**src/rtl/rf_frame_sequencer_if.sv**
```systemverilog
// Instruction handshake and register-file/streamer control bundle of the frame sequencer.
// The sequencer takes the master side; the front-end, register file and streamers take the slave side.
interface rf_frame_sequencer_if #(
  parameter int N_REGS = 16
);
  localparam int SW = $clog2(N_REGS);

  logic          instr_valid;
  logic          instr_ready;
  logic [1:0]    instr_kind;
  logic [1:0]    instr_tr;
  logic [SW-1:0] instr_src1;
  logic [SW-1:0] instr_src2;
  logic [SW-1:0] instr_dst;
  logic          rf_rst;
  logic [1:0]    rf_op;
  logic [SW-1:0] rf_sel_in_1;
  logic [SW-1:0] rf_sel_in_2;
  logic [SW-1:0] rf_sel_in_3;
  logic [SW-1:0] rf_sel_out_1;
  logic [SW-1:0] rf_sel_out_2;
  logic [SW-1:0] rf_sel_out_3;
  logic          mac_en;
  logic          wb_en;
  logic          ld_en;
  logic          st_en;
  logic          busy;
  logic          err;

  modport master (
    input  instr_valid, instr_kind, instr_tr, instr_src1, instr_src2, instr_dst,
    output instr_ready, rf_rst, rf_op,
    output rf_sel_in_1, rf_sel_in_2, rf_sel_in_3,
    output rf_sel_out_1, rf_sel_out_2, rf_sel_out_3,
    output mac_en, wb_en, ld_en, st_en, busy, err
  );

  modport slave (
    output instr_valid, instr_kind, instr_tr, instr_src1, instr_src2, instr_dst,
    input  instr_ready, rf_rst, rf_op,
    input  rf_sel_in_1, rf_sel_in_2, rf_sel_in_3,
    input  rf_sel_out_1, rf_sel_out_2, rf_sel_out_3,
    input  mac_en, wb_en, ld_en, st_en, busy, err
  );
endinterface

```
**src/rtl/rf_frame_sequencer.sv**
```systemverilog
// Issues one register-file instruction per N-cycle frame, aligned to the register file row tick,
// schedules MAC write-backs LAT cycles later and stalls issue on scoreboard hazards.
module rf_frame_sequencer #(
  parameter int N       = 4,
  parameter int N_REGS  = 16,
  parameter int LAT     = 4,
  parameter int SCRATCH = N_REGS - 1
) (
  input  logic                 clk,
  input  logic                 rst,
  rf_frame_sequencer_if.master bus
);
  localparam int PW    = (N > 1) ? $clog2(N) : 1;
  localparam int SW    = $clog2(N_REGS);
  localparam int DEPTH = LAT / N;
  localparam logic [1:0]    K_NOP   = 2'b00;
  localparam logic [1:0]    K_LOAD  = 2'b01;
  localparam logic [1:0]    K_STORE = 2'b10;
  localparam logic [1:0]    K_COMP  = 2'b11;
  localparam logic [SW-1:0] SCR     = SW'(SCRATCH);
  localparam logic [PW-1:0] P_LAST  = PW'(N - 1);

  logic [PW-1:0]     r_p;
  logic              r_buf_vld;
  logic [1:0]        r_buf_kind, r_buf_tr;
  logic [SW-1:0]     r_buf_src1, r_buf_src2, r_buf_dst;
  logic [1:0]        r_slot_kind, r_slot_tr;
  logic [SW-1:0]     r_slot_src1, r_slot_src2, r_slot_dst;
  logic [DEPTH-1:0]  r_wb_vld;
  logic [SW-1:0]     r_wb_dst [DEPTH];
  logic [N_REGS-1:0] r_sb;
  logic              r_err;

  logic              w_last, w_hazard, w_promote, w_ready, w_accept, w_scr_ref, w_take;
  logic [N_REGS-1:0] w_sb_set, w_sb_clr;

  function automatic logic uses_scratch(input logic [1:0] kind,
                                        input logic [SW-1:0] s1, s2, d);
    case (kind)
      K_LOAD:  return d == SCR;
      K_STORE: return s1 == SCR;
      K_COMP:  return (s1 == SCR) || (s2 == SCR) || (d == SCR);
      default: return 1'b0;
    endcase
  endfunction

  function automatic logic hits(input logic [N_REGS-1:0] sb, input logic [1:0] kind,
                                input logic [SW-1:0] s1, s2, d);
    case (kind)
      K_LOAD:  return sb[d];
      K_STORE: return sb[s1];
      K_COMP:  return sb[s1] | sb[s2] | sb[d];
      default: return 1'b0;
    endcase
  endfunction

  assign w_last    = (r_p == P_LAST);
  assign w_hazard  = hits(r_sb, r_buf_kind, r_buf_src1, r_buf_src2, r_buf_dst);
  assign w_promote = w_last & r_buf_vld & ~w_hazard;
  assign w_ready   = ~r_buf_vld | w_promote;
  assign w_accept  = bus.instr_valid & w_ready;
  assign w_scr_ref = uses_scratch(bus.instr_kind, bus.instr_src1, bus.instr_src2, bus.instr_dst);
  assign w_take    = w_accept & (bus.instr_kind != K_NOP) & ~w_scr_ref;

  // Scoreboard update: release at the edge ending the write-back frame, set on COMPUTE promotion
  always_comb begin
    w_sb_clr = '0;
    w_sb_set = '0;
    if (w_last && r_wb_vld[DEPTH-1]) w_sb_clr[r_wb_dst[DEPTH-1]] = 1'b1;
    if (w_promote && (r_buf_kind == K_COMP)) w_sb_set[r_buf_dst] = 1'b1;
  end

  always_ff @(posedge clk) begin
    if (rst) begin
      r_p         <= '0;
      r_buf_vld   <= 1'b0;
      r_slot_kind <= K_NOP;
      r_wb_vld    <= '0;
      r_sb        <= '0;
      r_err       <= 1'b0;
    end else begin
      r_p <= w_last ? '0 : r_p + PW'(1);
      if (w_take)         r_buf_vld <= 1'b1;
      else if (w_promote) r_buf_vld <= 1'b0;
      if (w_accept && (bus.instr_kind != K_NOP) && w_scr_ref) r_err <= 1'b1;
      r_sb <= (r_sb & ~w_sb_clr) | w_sb_set;
      if (w_last) begin
        r_slot_kind <= w_promote ? r_buf_kind : K_NOP;
        for (int i = DEPTH - 1; i > 0; i--) r_wb_vld[i] <= r_wb_vld[i-1];
        r_wb_vld[0] <= (r_slot_kind == K_COMP);
      end
    end
  end

  // Operand/destination fields carry no reset; every use is qualified by a valid or kind
  always_ff @(posedge clk) begin
    if (w_take) begin
      r_buf_kind <= bus.instr_kind;
      r_buf_tr   <= bus.instr_tr;
      r_buf_src1 <= bus.instr_src1;
      r_buf_src2 <= bus.instr_src2;
      r_buf_dst  <= bus.instr_dst;
    end
    if (w_last) begin
      r_slot_tr   <= r_buf_tr;
      r_slot_src1 <= r_buf_src1;
      r_slot_src2 <= r_buf_src2;
      r_slot_dst  <= r_buf_dst;
      for (int i = DEPTH - 1; i > 0; i--) r_wb_dst[i] <= r_wb_dst[i-1];
      r_wb_dst[0] <= r_slot_dst;
    end
  end

  always_comb begin
    bus.rf_op        = 2'b00;
    bus.rf_sel_in_1  = SCR;
    bus.rf_sel_in_2  = SCR;
    bus.rf_sel_in_3  = SCR;
    bus.rf_sel_out_1 = SCR;
    bus.rf_sel_out_2 = SCR;
    bus.rf_sel_out_3 = SCR;
    bus.mac_en       = 1'b0;
    bus.wb_en        = 1'b0;
    bus.ld_en        = 1'b0;
    bus.st_en        = 1'b0;
    case (r_slot_kind)
      K_LOAD: begin
        bus.rf_sel_in_3 = r_slot_dst;
        bus.ld_en       = 1'b1;
      end
      K_STORE: begin
        bus.rf_sel_out_3 = r_slot_src1;
        bus.st_en        = 1'b1;
      end
      K_COMP: begin
        bus.rf_sel_out_1 = r_slot_src1;
        bus.rf_sel_out_2 = r_slot_src2;
        bus.rf_op        = r_slot_tr;
        bus.mac_en       = 1'b1;
      end
      default: ;
    endcase
    if (r_wb_vld[DEPTH-1]) begin
      bus.rf_sel_in_1 = r_wb_dst[DEPTH-1];
      bus.wb_en       = 1'b1;
    end
  end

  assign bus.rf_rst      = rst;
  assign bus.instr_ready = w_ready;
  assign bus.err         = r_err;
  assign bus.busy        = r_buf_vld | (r_slot_kind != K_NOP) | (|r_wb_vld) | (|r_sb);
endmodule

```
**src/flat_wrapper.sv**
```systemverilog
// flat-port wrapper written by rule: the top's interface ports become plain ports
module rf_frame_sequencer_flat 
#(
  parameter int N       = 4,
  parameter int N_REGS  = 16,
  parameter int LAT     = 4,
  parameter int SCRATCH = N_REGS - 1
)
  (clk, rst, bus_instr_valid, bus_instr_kind, bus_instr_tr, bus_instr_src1, bus_instr_src2, bus_instr_dst, bus_instr_ready, bus_rf_rst, bus_rf_op, bus_rf_sel_in_1, bus_rf_sel_in_2, bus_rf_sel_in_3, bus_rf_sel_out_1, bus_rf_sel_out_2, bus_rf_sel_out_3, bus_mac_en, bus_wb_en, bus_ld_en, bus_st_en, bus_busy, bus_err);
  rf_frame_sequencer_if #(.N_REGS(N_REGS)) bus_i ();
  input  logic clk;
  input  logic rst;
  input wire logic [$bits(bus_i.instr_valid)-1:0] bus_instr_valid;
  input wire logic [$bits(bus_i.instr_kind)-1:0] bus_instr_kind;
  input wire logic [$bits(bus_i.instr_tr)-1:0] bus_instr_tr;
  input wire logic [$bits(bus_i.instr_src1)-1:0] bus_instr_src1;
  input wire logic [$bits(bus_i.instr_src2)-1:0] bus_instr_src2;
  input wire logic [$bits(bus_i.instr_dst)-1:0] bus_instr_dst;
  output wire logic [$bits(bus_i.instr_ready)-1:0] bus_instr_ready;
  output wire logic [$bits(bus_i.rf_rst)-1:0] bus_rf_rst;
  output wire logic [$bits(bus_i.rf_op)-1:0] bus_rf_op;
  output wire logic [$bits(bus_i.rf_sel_in_1)-1:0] bus_rf_sel_in_1;
  output wire logic [$bits(bus_i.rf_sel_in_2)-1:0] bus_rf_sel_in_2;
  output wire logic [$bits(bus_i.rf_sel_in_3)-1:0] bus_rf_sel_in_3;
  output wire logic [$bits(bus_i.rf_sel_out_1)-1:0] bus_rf_sel_out_1;
  output wire logic [$bits(bus_i.rf_sel_out_2)-1:0] bus_rf_sel_out_2;
  output wire logic [$bits(bus_i.rf_sel_out_3)-1:0] bus_rf_sel_out_3;
  output wire logic [$bits(bus_i.mac_en)-1:0] bus_mac_en;
  output wire logic [$bits(bus_i.wb_en)-1:0] bus_wb_en;
  output wire logic [$bits(bus_i.ld_en)-1:0] bus_ld_en;
  output wire logic [$bits(bus_i.st_en)-1:0] bus_st_en;
  output wire logic [$bits(bus_i.busy)-1:0] bus_busy;
  output wire logic [$bits(bus_i.err)-1:0] bus_err;
  assign bus_i.instr_valid = bus_instr_valid;
  assign bus_i.instr_kind = bus_instr_kind;
  assign bus_i.instr_tr = bus_instr_tr;
  assign bus_i.instr_src1 = bus_instr_src1;
  assign bus_i.instr_src2 = bus_instr_src2;
  assign bus_i.instr_dst = bus_instr_dst;
  assign bus_instr_ready = bus_i.instr_ready;
  assign bus_rf_rst = bus_i.rf_rst;
  assign bus_rf_op = bus_i.rf_op;
  assign bus_rf_sel_in_1 = bus_i.rf_sel_in_1;
  assign bus_rf_sel_in_2 = bus_i.rf_sel_in_2;
  assign bus_rf_sel_in_3 = bus_i.rf_sel_in_3;
  assign bus_rf_sel_out_1 = bus_i.rf_sel_out_1;
  assign bus_rf_sel_out_2 = bus_i.rf_sel_out_2;
  assign bus_rf_sel_out_3 = bus_i.rf_sel_out_3;
  assign bus_mac_en = bus_i.mac_en;
  assign bus_wb_en = bus_i.wb_en;
  assign bus_ld_en = bus_i.ld_en;
  assign bus_st_en = bus_i.st_en;
  assign bus_busy = bus_i.busy;
  assign bus_err = bus_i.err;
  rf_frame_sequencer #(.N(N), .N_REGS(N_REGS), .LAT(LAT), .SCRATCH(SCRATCH)) u_core (.clk(clk), .rst(rst), .bus(bus_i));
endmodule
```
**config.mk**
```make
export PLATFORM = sky130hd
export DESIGN_NAME = rf_frame_sequencer_flat
export DESIGN_NICKNAME = d
export VERILOG_FILES = /design/src/rtl/rf_frame_sequencer_if.sv /design/src/rtl/rf_frame_sequencer.sv /design/src/flat_wrapper.sv
export SDC_FILE = /design/constraint.sdc
export NUM_CORES = 1
export LEC_CHECK = 0
export BUFFER_PORTS_ARGS = -buffer_cell sky130_fd_sc_hd__buf_2
export CORE_MARGIN = 2
export CORE_UTILIZATION = 55
export DETAILED_ROUTE_END_ITERATION = 8
export GPL_ROUTABILITY_DRIVEN = 0
export GPL_TIMING_DRIVEN = 0
export PLACE_DENSITY = 0.79
export SETUP_SLACK_MARGIN = 0.5
export SLEW_MARGIN = 20
export SYNTH_ARGS = -nofsm -noshare
export SYNTH_HDL_FRONTEND = slang
export SYNTH_SLANG_ARGS = --single-unit
```
**constraint.sdc**
```tcl
create_clock -name clk -period 3.27 [get_ports clk]
set_input_delay 0.4905 -clock clk [delete_from_list [all_inputs] [get_ports clk]]
set_output_delay 0.4905 -clock clk [all_outputs]
set_load 0.01 [all_outputs]
```
## Word-level counts from Yosys, hierarchy flattened

Memories as Yosys holds them, arrays and structs flattened.
Cells that the tools add are included.

- Register bits: 53
- RAM bits: 4
- Word-level logic and storage cells: 95
- Memories: 1

- $add $sub $neg: 1
- Magnitude comparators: 6
- Eq/ne operators: 13
- Muxes and demuxes: 29
- Bitwise gates (word level): 17
- Reductions and logical operators: 13

Memory list:

| memory | words | width | rd ports | clocked after memory_dff | write ports | RTL line | RTL |
|---|---|---|---|---|---|---|---|
| u_core.r_wb_dst | 1 | 4 | 1 | 0 | 1 | rf_frame_sequencer.sv:30 | `logic [SW-1:0] r_wb_dst [DEPTH];` |

Operators with widths:

| cell | count |
|---|---|
| 16-bit 2-to-1 mux | 2 |
| 4-bit by 5-bit less-than comparator with 1-bit output, second input constant | 4 |
| 4-bit 2-to-1 mux | 5 |
| 16-bit bitwise AND | 1 |
| 16-bit inverter | 1 |
| 16-bit OR | 1 |
| 16-bit OR reduction | 1 |
| 2-bit equality test, second input constant | 7 |
| 1-bit 2-to-1 mux | 13 |
| 1-bit binary-select mux with 4-bit select | 3 |
| 4-bit equality test, second input constant | 3 |
| 1-bit demux with 4-bit select | 2 |
| 4-bit by 1-bit >= comparator with 1-bit output, second input constant | 2 |
| 2-bit by 1-bit equality test with 1-bit output, second input constant | 3 |
| 1-bit logical AND | 6 |
| 1-bit OR | 6 |
| 1-bit case mux with 3 select lines | 2 |
| 2-bit nonzero test | 3 |
| 1-bit bitwise AND | 5 |
| 2-bit 2-to-1 mux | 2 |
| 1-bit inverter | 3 |
| 2-bit by 1-bit adder with 2-bit output, second input constant | 1 |
| 1-bit logical OR | 2 |
| 2-bit OR reduction | 1 |

## Longest topological paths before layout

- Depth after elaboration: 12
- Depth in mapped cells: 7
- Mapped depth without buffers: 6

## Worst setup path before layout

OpenSTA, ideal clock, no wires.

- Path type: register -> register
- Start point: register u_core.r_buf_src1[0]
- End point: register u_core.r_buf_dst[0], enable pin
- Library setup time: 395 ps
- Data arrival time: 2366 ps
- Required time: 2875 ps
- Path slack: 509 ps
- Cell stages (with the launch flop): 6
- Period minus slack after synthesis: 2761 ps
- Cell sequence: edfxtp_1 > mux4_1 > a22o_1 > nor2_1 > nand3_1 > o22ai_1

- Word-level cells in the longest chain between the ends: 11

Ends and longest elaborated chain:

| item | RTL line | RTL |
|---|---|---|
| start, declared | rf_frame_sequencer.sv:26 | `logic [SW-1:0] r_buf_src1, r_buf_src2, r_buf_dst;` |
| start signal, assigned | rf_frame_sequencer.sv:100 | `r_buf_src1 <= bus.instr_src1;` |
| 1-bit binary-select mux with 4-bit select * | rf_frame_sequencer.sv:51, rf_frame_sequencer.sv:52 |  |
| 1-bit 2-to-1 mux (not written as such) * | rf_frame_sequencer.sv:51, rf_frame_sequencer.sv:52 |  |
| 1-bit OR (2 in a row) | rf_frame_sequencer.sv:52 | `K_COMP: return sb[s1] \| sb[s2] \| sb[d];` |
| 1-bit case mux with 3 select lines * | rf_frame_sequencer.sv:49 | `case (kind)` |
| 1-bit inverter * | rf_frame_sequencer.sv:59 | `assign w_promote = w_last & r_buf_vld & ~w_hazard;` |
| 1-bit bitwise AND * | rf_frame_sequencer.sv:59 |  |
| 1-bit OR * | rf_frame_sequencer.sv:60 | `assign w_ready = ~r_buf_vld \| w_promote;` |
| 1-bit bitwise AND * | rf_frame_sequencer.sv:61 | `assign w_accept = bus.instr_valid & w_ready;` |
| 1-bit bitwise AND * (2 in a row) | rf_frame_sequencer.sv:63 | `assign w_take = w_accept & (bus.instr_kind != K_NOP) & ~w_scr_ref;` |
| via u_core.w_take | rf_frame_sequencer.sv:34 | `logic w_last, w_hazard, w_promote, w_ready, w_accept, w_scr_ref, w_take;` |
| end signal, assigned | rf_frame_sequencer.sv:102 | `r_buf_dst <= bus.instr_dst;` |
| end, declared | rf_frame_sequencer.sv:26 |  |

Mark *: on every way through the listed nets, which the timed path passes. The rest lies on a longest branch. The select of a mux whose other input is x is not followed.
A chain may end at the register's enable or synchronous reset.

## Worst setup path in the final report

- Start point: register u_core.r_buf_dst[0]
- End point: output bus_instr_ready

- Word-level cells in the longest chain between the ends: 7

Ends and longest elaborated chain:

| item | RTL line | RTL |
|---|---|---|
| 1-bit binary-select mux with 4-bit select * | rf_frame_sequencer.sv:50, rf_frame_sequencer.sv:52 |  |
| 1-bit 2-to-1 mux (not written as such) * | rf_frame_sequencer.sv:50, rf_frame_sequencer.sv:52 |  |
| 1-bit OR | rf_frame_sequencer.sv:52 |  |
| 1-bit case mux with 3 select lines * | rf_frame_sequencer.sv:49 |  |
| 1-bit inverter * | rf_frame_sequencer.sv:59 |  |
| 1-bit bitwise AND * | rf_frame_sequencer.sv:59 |  |
| 1-bit OR * | rf_frame_sequencer.sv:60 |  |
| end, declared | flat_wrapper.sv:19 | `output wire logic [$bits(bus_i.instr_ready)-1:0] bus_instr_ready;` |

Every way passes the cells marked *; elsewhere a longest branch is shown, timed or not. The select of a mux whose other input is x is not followed.

==> flow_metrics.env <==
export IMPL_status="completed"
export IMPL_cts_made_buffers=9
export IMPL_holdCritPathClass="in -> reg"
export IMPL_drt_pass1_iter_count=5
export IMPL_switchingPower_mw=0.349
export IMPL_grt_setup_unrepaired="true"
export IMPL_crit_path_max_incr_delay_ns=0.49
export IMPL_ys_seq_area_frac=0.514
export IMPL_cts_clk_slew_worst_paths_ns=0.06
export IMPL_p_per_area_nw_per_um2=432
export IMPL_yosysTopAreaCell="edfxtp_1"
export IMPL_finalSetupTns_ns=0
export IMPL_diodes=0
export IMPL_initial_core_util=0.568
export IMPL_drt_iter0_drc=269
export IMPL_place_area_um2=3230
export IMPL_grt_max_degree=22
export IMPL_area_growth_pct=19.4
export IMPL_worstSetupStartpoint="u_core.r_buf_dst[0]$_DFFE_PP_"
export IMPL_cp_arrival_ns=2.21
export IMPL_ir_drop_mv=0.307
export IMPL_globalRouteOverflowTotal=0
export IMPL_numPortBuffers=48
export IMPL_fin_area_um2=3440
export IMPL_worstReg2RegStart="u_core.r_buf_src1[0]$_DFFE_PP_"
export IMPL_crit_buf_inv=2
export IMPL_period_share=0.826
export IMPL_synth_edff_count=34
export IMPL_via_count=2265
export IMPL_relSlewSlack=0.458
export IMPL_drv_cap=0
export IMPL_p_seq_frac=0.553
export IMPL_drtAntennaViolNets=0
export IMPL_clkLatencyLatePin_ns=0.33
export IMPL_avgSynthCellArea_um2=11.9
export IMPL_slew_viol_final=0
export IMPL_leakagePower_nw=1.27
export IMPL_cts_sinks=57
export IMPL_routed_via_density=5.96
export IMPL_post_drt_wl_per_cell_um=18.0
export IMPL_synthDistinctLibCells=50
export IMPL_wl_um=6840
export IMPL_power_mw=1.49
export IMPL_fin_crit_ns=2.70
export IMPL_synthFlopType="edfxtp_1"
export IMPL_ys_top_cells_by_area="edfxtp_1, dfxtp_1, nand2b_1"
export IMPL_min_delay_start="bus_instr_tr[0]"
export IMPL_finalHoldViolations=0
export IMPL_nets=327
export IMPL_end_kind="output port"
export IMPL_cts_root_buffer="clkbuf_8"
export IMPL_yosys_warnings=0
export IMPL_ys_async_sr_fraction=0
export IMPL_core_area_um2=5070
export IMPL_grt_use_total=0.249
export IMPL_htree_levels=3
export IMPL_internal_power_mw=1.14
export IMPL_ioPinCount=53
export IMPL_hold_buffers=0
export IMPL_die_x_um=76.4
export IMPL_synth_seq_cells=57
export IMPL_final_common_cell="buf_2"
export IMPL_fmax_mhz=370
export IMPL_reg2reg_setup_slack_ns=0.62
export IMPL_grt_pass1_wl_um=11100
export IMPL_worstMarginPinSlew_ns=0.813
export IMPL_share_comb_of_total_power=0.087
export IMPL_syn_inst=243
export IMPL_num_rows=26
export IMPL_cts_tree="yes"
export IMPL_crit_path_cell_trace="buf_6 > mux4_2 > a22oi_1 > and3_4 > a31oi_4 > o21ai_1 > buf_2"
export IMPL_die_h_um=76.4
export IMPL_drc_errors=0
export IMPL_hpwl_um=4870
export IMPL_layout_drive_gt1_share=0.281
export IMPL_dieArea_um2=5830
export IMPL_critPathRequiredTime_ns=2.78
export IMPL_switching_share=0.235
export IMPL_clk_path_buf_depth=2
export IMPL_grt_pass1_vias=2175
export IMPL_synth_top_area_frac=0.354
export IMPL_cp_start_kind="flop"
export IMPL_setup_viol=0
export IMPL_mostFrequentLayoutCells="buf_2, edfxtp_1, nand2b_1, dfxtp_1, nand3_1"
export IMPL_syn_area_um2=2880
export IMPL_worstSetupPathType="reg -> out"
export IMPL_skew_ns=0.00856
export IMPL_slowest_stage="mux4_2"
export IMPL_cp_max_fo=6
export IMPL_antenna_found_initial=0
export IMPL_clockPowerShare=0.360
export IMPL_critPathTopFamily="multiplexers"
## per-layer routing
| metal | GRT usage | vias to the layer above | routed length [µm] |
|---|---|---|---|
| li1 | - | 1076 | - |
| met5 | 0 | - | 0 |
| met1 | 0.335 | 1073 | 2910 |
| met2 | 0.368 | 106 | 3250 |
| met3 | 0.0853 | 10 | 592 |
| met4 | 0.107 | 0 | 80 |
## power by group through the flow
stage	clock [mW]	sequential, mW	combinational (mW)
global route	0.583	0.825	0.141
floorplan	0	0.825	0.0857
detailed placement	0	0.836	0.122
CTS	0.549	0.820	0.125
finish	0.535	0.822	0.129
global placement	0	0.835	0.118
## worst reg2reg max path, delay by kind of cell (launching register included)
kind / cells / cell delay (ns)
AO/OA/AOI/OAI: 2 / 0.93
AND/OR/NAND/NOR: 2 / 0.27
flip-flops: 1 / 0.48
multiplexers: 1 / 0.60
## synthesized netlist by cell type, drive strengths merged, types with 2 or more instances
library cell,n
buf,9
nor3,2
o31ai,9
nor2b,8
dfxtp,23
o311ai,3
nor4,6
and3b,2
o211ai,10
o21ai,4
nand4,3
nand3,15
nand2b,26
o41ai,8
mux2i,9
a22oi,3
mux4,8
edfxtp,34
clkbuf,4
and2,4
a22o,2
nand2,12
nor2,7
a21oi,3
inv,4
and3,7
## flip-flops by register name, summed over array words and instances (netlist names)
signal,cells
u_core.r_buf_src2,4
u_core.r_buf_src1,4
u_core.r_wb_vld,1
u_core.r_slot_kind,2
u_core.r_buf_vld,1
u_core.r_buf_tr,2
u_core.r_slot_dst,4
u_core.r_buf_kind,2
u_core.r_sb,16
u_core.r_slot_src2,4
u_core.r_wb_dst,4
u_core.r_p,2
u_core.bus.err,1
u_core.r_buf_dst,4
u_core.r_slot_tr,2
u_core.r_slot_src1,4
## layout make-up
| type | instances | area [µm²] |
|---|---|---|
| fill | 385 | 1630 |
| sequential | 57 | 1480 |
| multi-input combinational | 170 | 1350 |
| timing repair buffer | 50 | 255 |
| clock buffer | 13 | 149 |
| buffer | 14 | 97.6 |
| tap | 70 | 87.6 |
| inverter | 5 | 18.8 |
| clock inverter | 1 | 5.00 |
## metrics by stage
step	util	hold slack (ns)	setup slack (ns)	cells
after floorplan	-	0.400	0.509	246
after global placement	0.635	0.403	0.0829	364
after detailed placement	0.636	0.410	0.493	364
after CTS	0.671	0.315	0.524	379
after global routing	0.678	0.319	0.481	380
final	0.678	0.331	0.570	380
## repair_timing
item / in CTS / in global routing
setup buffers: 1 / 1
pin swaps: 0 / 1
resized for setup: 6 / 5
endpoints found under the setup margin: 17 / 17
## path summary, 6_finish.rpt
path / depth (start not counted) / endpoint
setup reg to reg: 5 / u_core.r_buf_dst[0]$_DFFE_PP_
hold reg to reg: 0 / u_core.r_slot_tr[0]$_DFFE_PN_
hold / removal: 1 / u_core.r_buf_tr[0]$_DFFE_PP_
setup / recovery: 7 / bus_instr_ready
## cell families after synthesis
logic type	share of synthesized area
compound gates	0.139
fa+ha+maj	0.00434
buf+inv	0.0386
flops	0.514
mux	0.0990
other cells	0.00130
simple gates	0.204
Note: power is estimated with default switching activity, not from simulation.
